--- src/rtl/vid_sync_pkg.sv ---
// Shared types, helpers and default 640x480 timing for the video sync generator.
package vid_sync_pkg;

    localparam int unsigned CNT_W_DEFAULT = 11;

    typedef logic [CNT_W_DEFAULT-1:0] count_t;

    localparam int unsigned H_RES_DEFAULT  = 640;
    localparam int unsigned H_FP_DEFAULT   = 16;
    localparam int unsigned H_SYNC_DEFAULT = 96;
    localparam int unsigned H_BP_DEFAULT   = 48;
    localparam int unsigned V_RES_DEFAULT  = 480;
    localparam int unsigned V_FP_DEFAULT   = 10;
    localparam int unsigned V_SYNC_DEFAULT = 2;
    localparam int unsigned V_BP_DEFAULT   = 33;

    function automatic int unsigned timing_total(input int unsigned res, input int unsigned fp,
                                                 input int unsigned sync, input int unsigned bp);
        return res + fp + sync + bp;
    endfunction

endpackage

--- src/rtl/vid_timing_axis.sv ---
// One raster axis: wrapping counter with terminal count, plus registered
// display-enable and sync decode taken from the next count value.
module vid_timing_axis
    import vid_sync_pkg::*;
#(
    parameter int unsigned Width = 11,
    parameter int unsigned Res   = 640,
    parameter int unsigned Fp    = 16,
    parameter int unsigned Sync  = 96,
    parameter int unsigned Bp    = 48,
    parameter bit          Pol   = 1'b0
) (
    input  logic             clk_i,
    input  logic             reset_i,
    input  logic             inc_i,
    output logic [Width-1:0] count_o,
    output logic             tc_o,
    output logic             de_o,
    output logic             sync_o
);

    localparam int unsigned Total = timing_total(Res, Fp, Sync, Bp);

    // One extra bit so a region ending exactly at 2**Width still compares correctly.
    localparam logic [Width:0] Last      = (Width + 1)'(Total - 1);
    localparam logic [Width:0] DeEnd     = (Width + 1)'(Res);
    localparam logic [Width:0] SyncStart = (Width + 1)'(Res + Fp);
    localparam logic [Width:0] SyncEnd   = (Width + 1)'(Res + Fp + Sync);

    logic [Width-1:0] count_q, count_d;
    logic             de_q, de_d;
    logic             sync_q, sync_d;

    assign tc_o = ({1'b0, count_q} == Last);

    always_comb begin
        count_d = count_q;
        de_d    = de_q;
        sync_d  = sync_q;
        if (inc_i) begin
            count_d = tc_o ? '0 : count_q + Width'(1);
            de_d    = ({1'b0, count_d} < DeEnd);
            sync_d  = (({1'b0, count_d} >= SyncStart) && ({1'b0, count_d} < SyncEnd)) ? Pol : ~Pol;
        end
    end

    always_ff @(posedge clk_i) begin
        if (reset_i) begin
            count_q <= Last[Width-1:0];
            de_q    <= 1'b0;
            sync_q  <= ~Pol;
        end else begin
            count_q <= count_d;
            de_q    <= de_d;
            sync_q  <= sync_d;
        end
    end

    assign count_o = count_q;
    assign de_o    = de_q;
    assign sync_o  = sync_q;

endmodule

--- src/rtl/vid_sync_generator.sv ---
// Raster timing source: pixel-slot phase counter, H/V counters and registered sync decode.
// Optional per-line interrupt enabled by defining VID_SYNC_GENERATOR_LINE_IRQ_EN.
module vid_sync_generator
    import vid_sync_pkg::*;
#(
    parameter int unsigned PC_DIV = 4,
    parameter int unsigned CNT_W  = CNT_W_DEFAULT,
    parameter int unsigned H_RES  = H_RES_DEFAULT,
    parameter int unsigned H_FP   = H_FP_DEFAULT,
    parameter int unsigned H_SYNC = H_SYNC_DEFAULT,
    parameter int unsigned H_BP   = H_BP_DEFAULT,
    parameter int unsigned V_RES  = V_RES_DEFAULT,
    parameter int unsigned V_FP   = V_FP_DEFAULT,
    parameter int unsigned V_SYNC = V_SYNC_DEFAULT,
    parameter int unsigned V_BP   = V_BP_DEFAULT,
    parameter bit          HS_POL = 1'b0,
    parameter bit          VS_POL = 1'b0
) (
    input  logic             clk,
    input  logic             reset,
`ifdef VID_SYNC_GENERATOR_LINE_IRQ_EN
    input  logic [CNT_W-1:0] irq_line,
    output logic             line_irq,
`endif
    output logic [3:0]       pc_ena,
    output logic [CNT_W-1:0] h_count,
    output logic [CNT_W-1:0] v_count,
    output logic             hde,
    output logic             vde,
    output logic             hs,
    output logic             vs,
    output logic             frame_start
);

    localparam int unsigned H_TOTAL = timing_total(H_RES, H_FP, H_SYNC, H_BP);
    localparam int unsigned V_TOTAL = timing_total(V_RES, V_FP, V_SYNC, V_BP);
    localparam logic [3:0]  PcLast  = 4'(PC_DIV - 1);

    if (longint'(H_TOTAL) > (longint'(1) << CNT_W)) begin : gen_h_total_err
        $error("H_TOTAL does not fit in CNT_W bits");
    end
    if (longint'(V_TOTAL) > (longint'(1) << CNT_W)) begin : gen_v_total_err
        $error("V_TOTAL does not fit in CNT_W bits");
    end
    if (PC_DIV < 1 || PC_DIV > 16) begin : gen_pc_div_err
        $error("PC_DIV must be in 1..16");
    end

    logic [3:0] pc_q, pc_d;
    logic       advance;
    logic       h_tc, v_tc;
    logic       frame_start_q, frame_start_d;

    // With PC_DIV=1 PcLast is 0, so every clock is an advance edge.
    assign advance = (pc_q == PcLast);
    assign pc_d    = advance ? 4'd0 : pc_q + 4'd1;

    vid_timing_axis #(
        .Width (CNT_W),
        .Res   (H_RES),
        .Fp    (H_FP),
        .Sync  (H_SYNC),
        .Bp    (H_BP),
        .Pol   (HS_POL)
    ) u_h_axis (
        .clk_i   (clk),
        .reset_i (reset),
        .inc_i   (advance),
        .count_o (h_count),
        .tc_o    (h_tc),
        .de_o    (hde),
        .sync_o  (hs)
    );

    vid_timing_axis #(
        .Width (CNT_W),
        .Res   (V_RES),
        .Fp    (V_FP),
        .Sync  (V_SYNC),
        .Bp    (V_BP),
        .Pol   (VS_POL)
    ) u_v_axis (
        .clk_i   (clk),
        .reset_i (reset),
        .inc_i   (advance && h_tc),
        .count_o (v_count),
        .tc_o    (v_tc),
        .de_o    (vde),
        .sync_o  (vs)
    );

    assign frame_start_d = advance && h_tc && v_tc;

    always_ff @(posedge clk) begin
        if (reset) begin
            pc_q          <= 4'd0;
            frame_start_q <= 1'b0;
        end else begin
            pc_q          <= pc_d;
            frame_start_q <= frame_start_d;
        end
    end

    assign pc_ena      = pc_q;
    assign frame_start = frame_start_q;

`ifdef VID_SYNC_GENERATOR_LINE_IRQ_EN
    logic [CNT_W-1:0] v_next;
    logic             line_irq_q, line_irq_d;

    // v_next never reaches V_TOTAL, so out-of-range irq_line values cannot match.
    assign v_next     = v_tc ? '0 : v_count + CNT_W'(1);
    assign line_irq_d = advance && h_tc && (v_next == irq_line);

    always_ff @(posedge clk) begin
        if (reset) begin
            line_irq_q <= 1'b0;
        end else begin
            line_irq_q <= line_irq_d;
        end
    end

    assign line_irq = line_irq_q;
`endif

endmodule
--- config.mk ---
export PLATFORM = sky130hd
export DESIGN_NAME = vid_sync_generator
export DESIGN_NICKNAME = d
export VERILOG_FILES = /design/src/rtl/vid_sync_pkg.sv /design/src/rtl/vid_timing_axis.sv /design/src/rtl/vid_sync_generator.sv
export SDC_FILE = /design/constraint.sdc
export NUM_CORES = 1
export LEC_CHECK = 0
export ABC_AREA = 1
export CAP_MARGIN = 30
export CORE_MARGIN = 2
export CORE_UTILIZATION = 40
export DETAILED_ROUTE_END_ITERATION = 10
export GPL_ROUTABILITY_DRIVEN = 0
export GPL_TIMING_DRIVEN = 0
export PLACE_DENSITY = 0.73
export REMOVE_ABC_BUFFERS = 1
export SLEW_MARGIN = 20
export SYNTH_ARGS = -nofsm -noshare
export SYNTH_HDL_FRONTEND = slang
export SYNTH_SLANG_ARGS = --single-unit
--- constraint.sdc ---
create_clock -name clk -period 4.8 [get_ports clk]
set_clock_uncertainty 0.15 [all_clocks]
set_input_delay 0.48 -clock clk [delete_from_list [all_inputs] [get_ports clk]]
set_output_delay 0.48 -clock clk [all_outputs]
set_load 0.1 [all_outputs]
==> results.py <==
metrics = {
    "timing": {
        "rsz0062_at_grt": "no",
        "setup_ws_ns": 2.23,
        "slew_headroom_pct": 34.3,
        "fin_crit_ns": 2.57,
        "slew_viol_final": 0,
        "finalSetupTns_ns": 0,
        "worst_pin_slew_ns": 0.982,
        "post-route-period-util_pct": 53.6,
        "fmax_mhz": 389,
        "setup_violations": 0,
        "hold_violations": 0,
    },
    "job": {
        "maxCapViolations": 0,
    },
    "critical_path": {
        "regToRegSetupSlack_ns": 2.74,
        "regToRegStartpoint": "u_h_axis.count_o[0]",
        "crit_type": "flop to primary output",
        "crit_path_top_delay_cell": "clkdlybuf4s50_1",
        "end_kind": "primary output",
        "critPathMaxFanout": 8,
        "start_kind": "flop",
        "critPathMaxStageDelay_ns": 1.19,
        "path_cells": "clkdlybuf4s50_1",
        "critPathTopFamily": "buffers and inverters",
        "arrival_ns": 1.94,
        "worst_r2r_endpoint": "u_v_axis.sync_o",
        "critical_path_required_ns": 4.17,
        "r2r_cells": 8,
        "path_depth": 1,
        "startpoint": "u_h_axis.count_o[9]",
        "cp_num_buf_inv": 1,
        "worstSetupEndpoint": "h_count[9]",
    },
    "floorplan": {
        "die_y_um": 69.7,
        "io_pins": 33,
        "start_util_pct": 42.3,
        "std_cell_rows": 23,
        "die_area_um2": 4860,
        "die_w_um": 69.7,
        "core_um2": 4090,
    },
    "route": {
        "drc": 0,
        "wl_per_cell_um": 11.8,
        "dr.pass1.iters": 4,
        "drt.antenna.violating_nets": 0,
        "drtIter0Drc": 71,
        "via_count": 1702,
        "drt_wl_total_um": 4000,
        "via_per_inst": 5.02,
    },
    "yosys": {
        "synth_edf_count": 0,
        "synth_cell_types": 33,
        "synthesis.area_um2": 1730,
        "synth_ff_type": "dfxtp_1",
        "synth.most_common_cell": "nand2_1",
        "synthCells": 253,
        "synth_top_cell_by_area": "dfxtp_1",
        "synthTopCellsByCount": "nand2_1, nor2_1, dfxtp_1, inv_1, nand3_1",
        "avgSynthCellArea_um2": 6.82,
        "async_reset_ff_share_pct": 0,
        "ys_seq_area_share_pct": 35.9,
        "synth_area_leaders": "dfxtp_1, nand2_1, nor2_1",
        "ys_ff_latch": 31,
        "synth_warnings": 0,
        "synth_top_area_share_pct": 35.9,
    },
    "clocking": {
        "cts.clk_slew.worst_paths_ns": 0.07,
        "clk_latency_ns": 0.29,
        "clock_sinks": 31,
        "cts_tree": "yes",
        "htree_levels": 2,
        "cts_resized": 0,
        "cts_buffer_depth": 2,
        "cts-buffers-inserted": 5,
        "cts_setup_buffers": 0,
        "root_buffer": "clkbuf_8",
        "hold_buffers": 0,
    },
    "place": {
        "place_hpwl_um": 3000,
        "port_buffers": 32,
        "dp_slack_ns": 2.49,
    },
    "pwr": {
        "p_int_uw": 524,
        "ir_worst_vdd_mv": 0.188,
        "p_sw_share_pct": 41.2,
        "p_per_area_nw_per_um2": 405,
        "p_sw_uw": 367,
        "leakagePower_nw": 0.924,
        "p_comb_share_pct": 36.3,
        "seq_power_share_pct": 33.4,
        "p_clk_share_pct": 30.3,
    },
    "grt": {
        "grt_pass1_vias": 1508,
        "grt-ovfl-total": 0,
        "antenna_found_initial": 0,
        "grt_max_degree": 15,
        "grt_first_pass_wirelength_um": 6710,
        "grtUsageTotal_pct": 17.2,
    },
    "layout": {
        "drive_above_1_share_pct": 6.57,
        "n_antenna_cell": 0,
        "fin_nets": 294,
        "syn_to_final_growth_pct": 27.4,
    },
    "outcome": {
        "status": "finished clean",
    },
    "hold_path": {
        "hp-class": "flop to flop",
    },
}
-- cell families after synthesis --
group	after synthesis	share of synthesized area (%)
AO/OA/AOI/OAI	44	15.8
XOR/XNOR	3	1.52
adder cells (fa/ha/maj)	4	2.90
flip-flops	31	35.9
buffers and inverters	32	7.68
AND/OR/NAND/NOR	139	36.2
-- metal layers --
layer	vias to the layer above	GRT usage, %	wire length, µm
li1	905	-	-
met1	762	21.8	1940
met2	29	28.4	1840
met3	6	4.36	169
met4	0	5.77	56
met5	-	0	0
-- power by group through the flow --
stage	sequential (mW)	combinational, mW	clock [mW]
floorplan	0.425	0.132	0
global placement	0.303	0.321	0
detailed placement	0.303	0.323	0
CTS	0.298	0.324	0.277
global route	0.301	0.349	0.288
finish	0.298	0.323	0.270
-- flip-flops by register name, summed over array words and instances (netlist names) --
signal,flops
u_v_axis.count_o,11
u_v_axis.sync_o,1
u_h_axis.de_o,1
pc_ena,4
frame_start,1
u_h_axis.count_o,11
u_h_axis.sync_o,1
u_v_axis.de_o,1
-- worst min path at each step --
| stage | from | endpoint | slack [ns] | depth (start not counted) |
|---|---|---|---|---|
| floorplan | reset | u_v_axis.de_o | 0.39 | 1 |
| global placement | pc_ena[0] | pc_ena[0] | 0.30 | 1 |
| detailed placement | pc_ena[0] | pc_ena[0] | 0.30 | 1 |
| CTS | pc_ena[0] | pc_ena[0] | 0.32 | 1 |
| global route | u_h_axis.de_o | u_h_axis.de_o | 0.34 | 2 |
| finish | u_h_axis.de_o | u_h_axis.de_o | 0.31 | 2 |
-- worst register-to-register path, stage by stage (launching register included) --
cell,delay [ns]
dfxtp_1,0.41
ha_1,0.24
nand3_4,0.13
nor2_4,0.18
nand3_2,0.27
inv_2,0.29
nand4_1,0.15
o21a_1,0.13
nand2_1,0.04
-- final cells by class --
class,instances,area (µm²)
fillers,399,1890
inverters,28,105
flip-flops and latches,31,621
repair buffers,32,320
multi-input cells,190,973
well taps,50,62.6
clock inverters,2,35.0
clock buffers,6,82.6
-- per-stage QoR --
stage / util, % / instance area, µm² / total power, mW / instances / hold slack [ns]
after global routing: 53.8 / 2200 / 0.938 / 339 / 0.336
after CTS: 53.8 / 2200 / 0.898 / 339 / 0.317
final: 53.8 / 2200 / 0.891 / 339 / 0.311
after global placement: 50.9 / 2080 / 0.624 / 331 / 0.298
after floorplan: - / 1700 / 0.557 / 249 / 0.392
after detailed placement: 50.9 / 2080 / 0.626 / 331 / 0.300
-- cell usage in the layout (no fill, tap or decap), drive strengths merged --
master / Yosys / routed
a211oi: 2 / 2
a21oi: 15 / 15
a22oi: 2 / 2
bufinv: 0 / 1
clkbuf: 1 / 6
clkdlybuf4s50: 0 / 32
clkinv: 0 / 1
dfxtp: 31 / 31
ha: 4 / 4
inv: 28 / 28
nand2: 62 / 62
nand3: 28 / 28
nand4: 4 / 4
nor2: 42 / 42
nor3: 2 / 2
o211ai: 1 / 1
o21a: 1 / 1
o21ai: 13 / 13
o21bai: 2 / 2
o221ai: 1 / 1
o22a: 1 / 1
o22ai: 4 / 4
o31ai: 2 / 2
or2: 1 / 1
xnor2: 1 / 1
xor2: 2 / 2
Power figures use the tool's default switching activity.
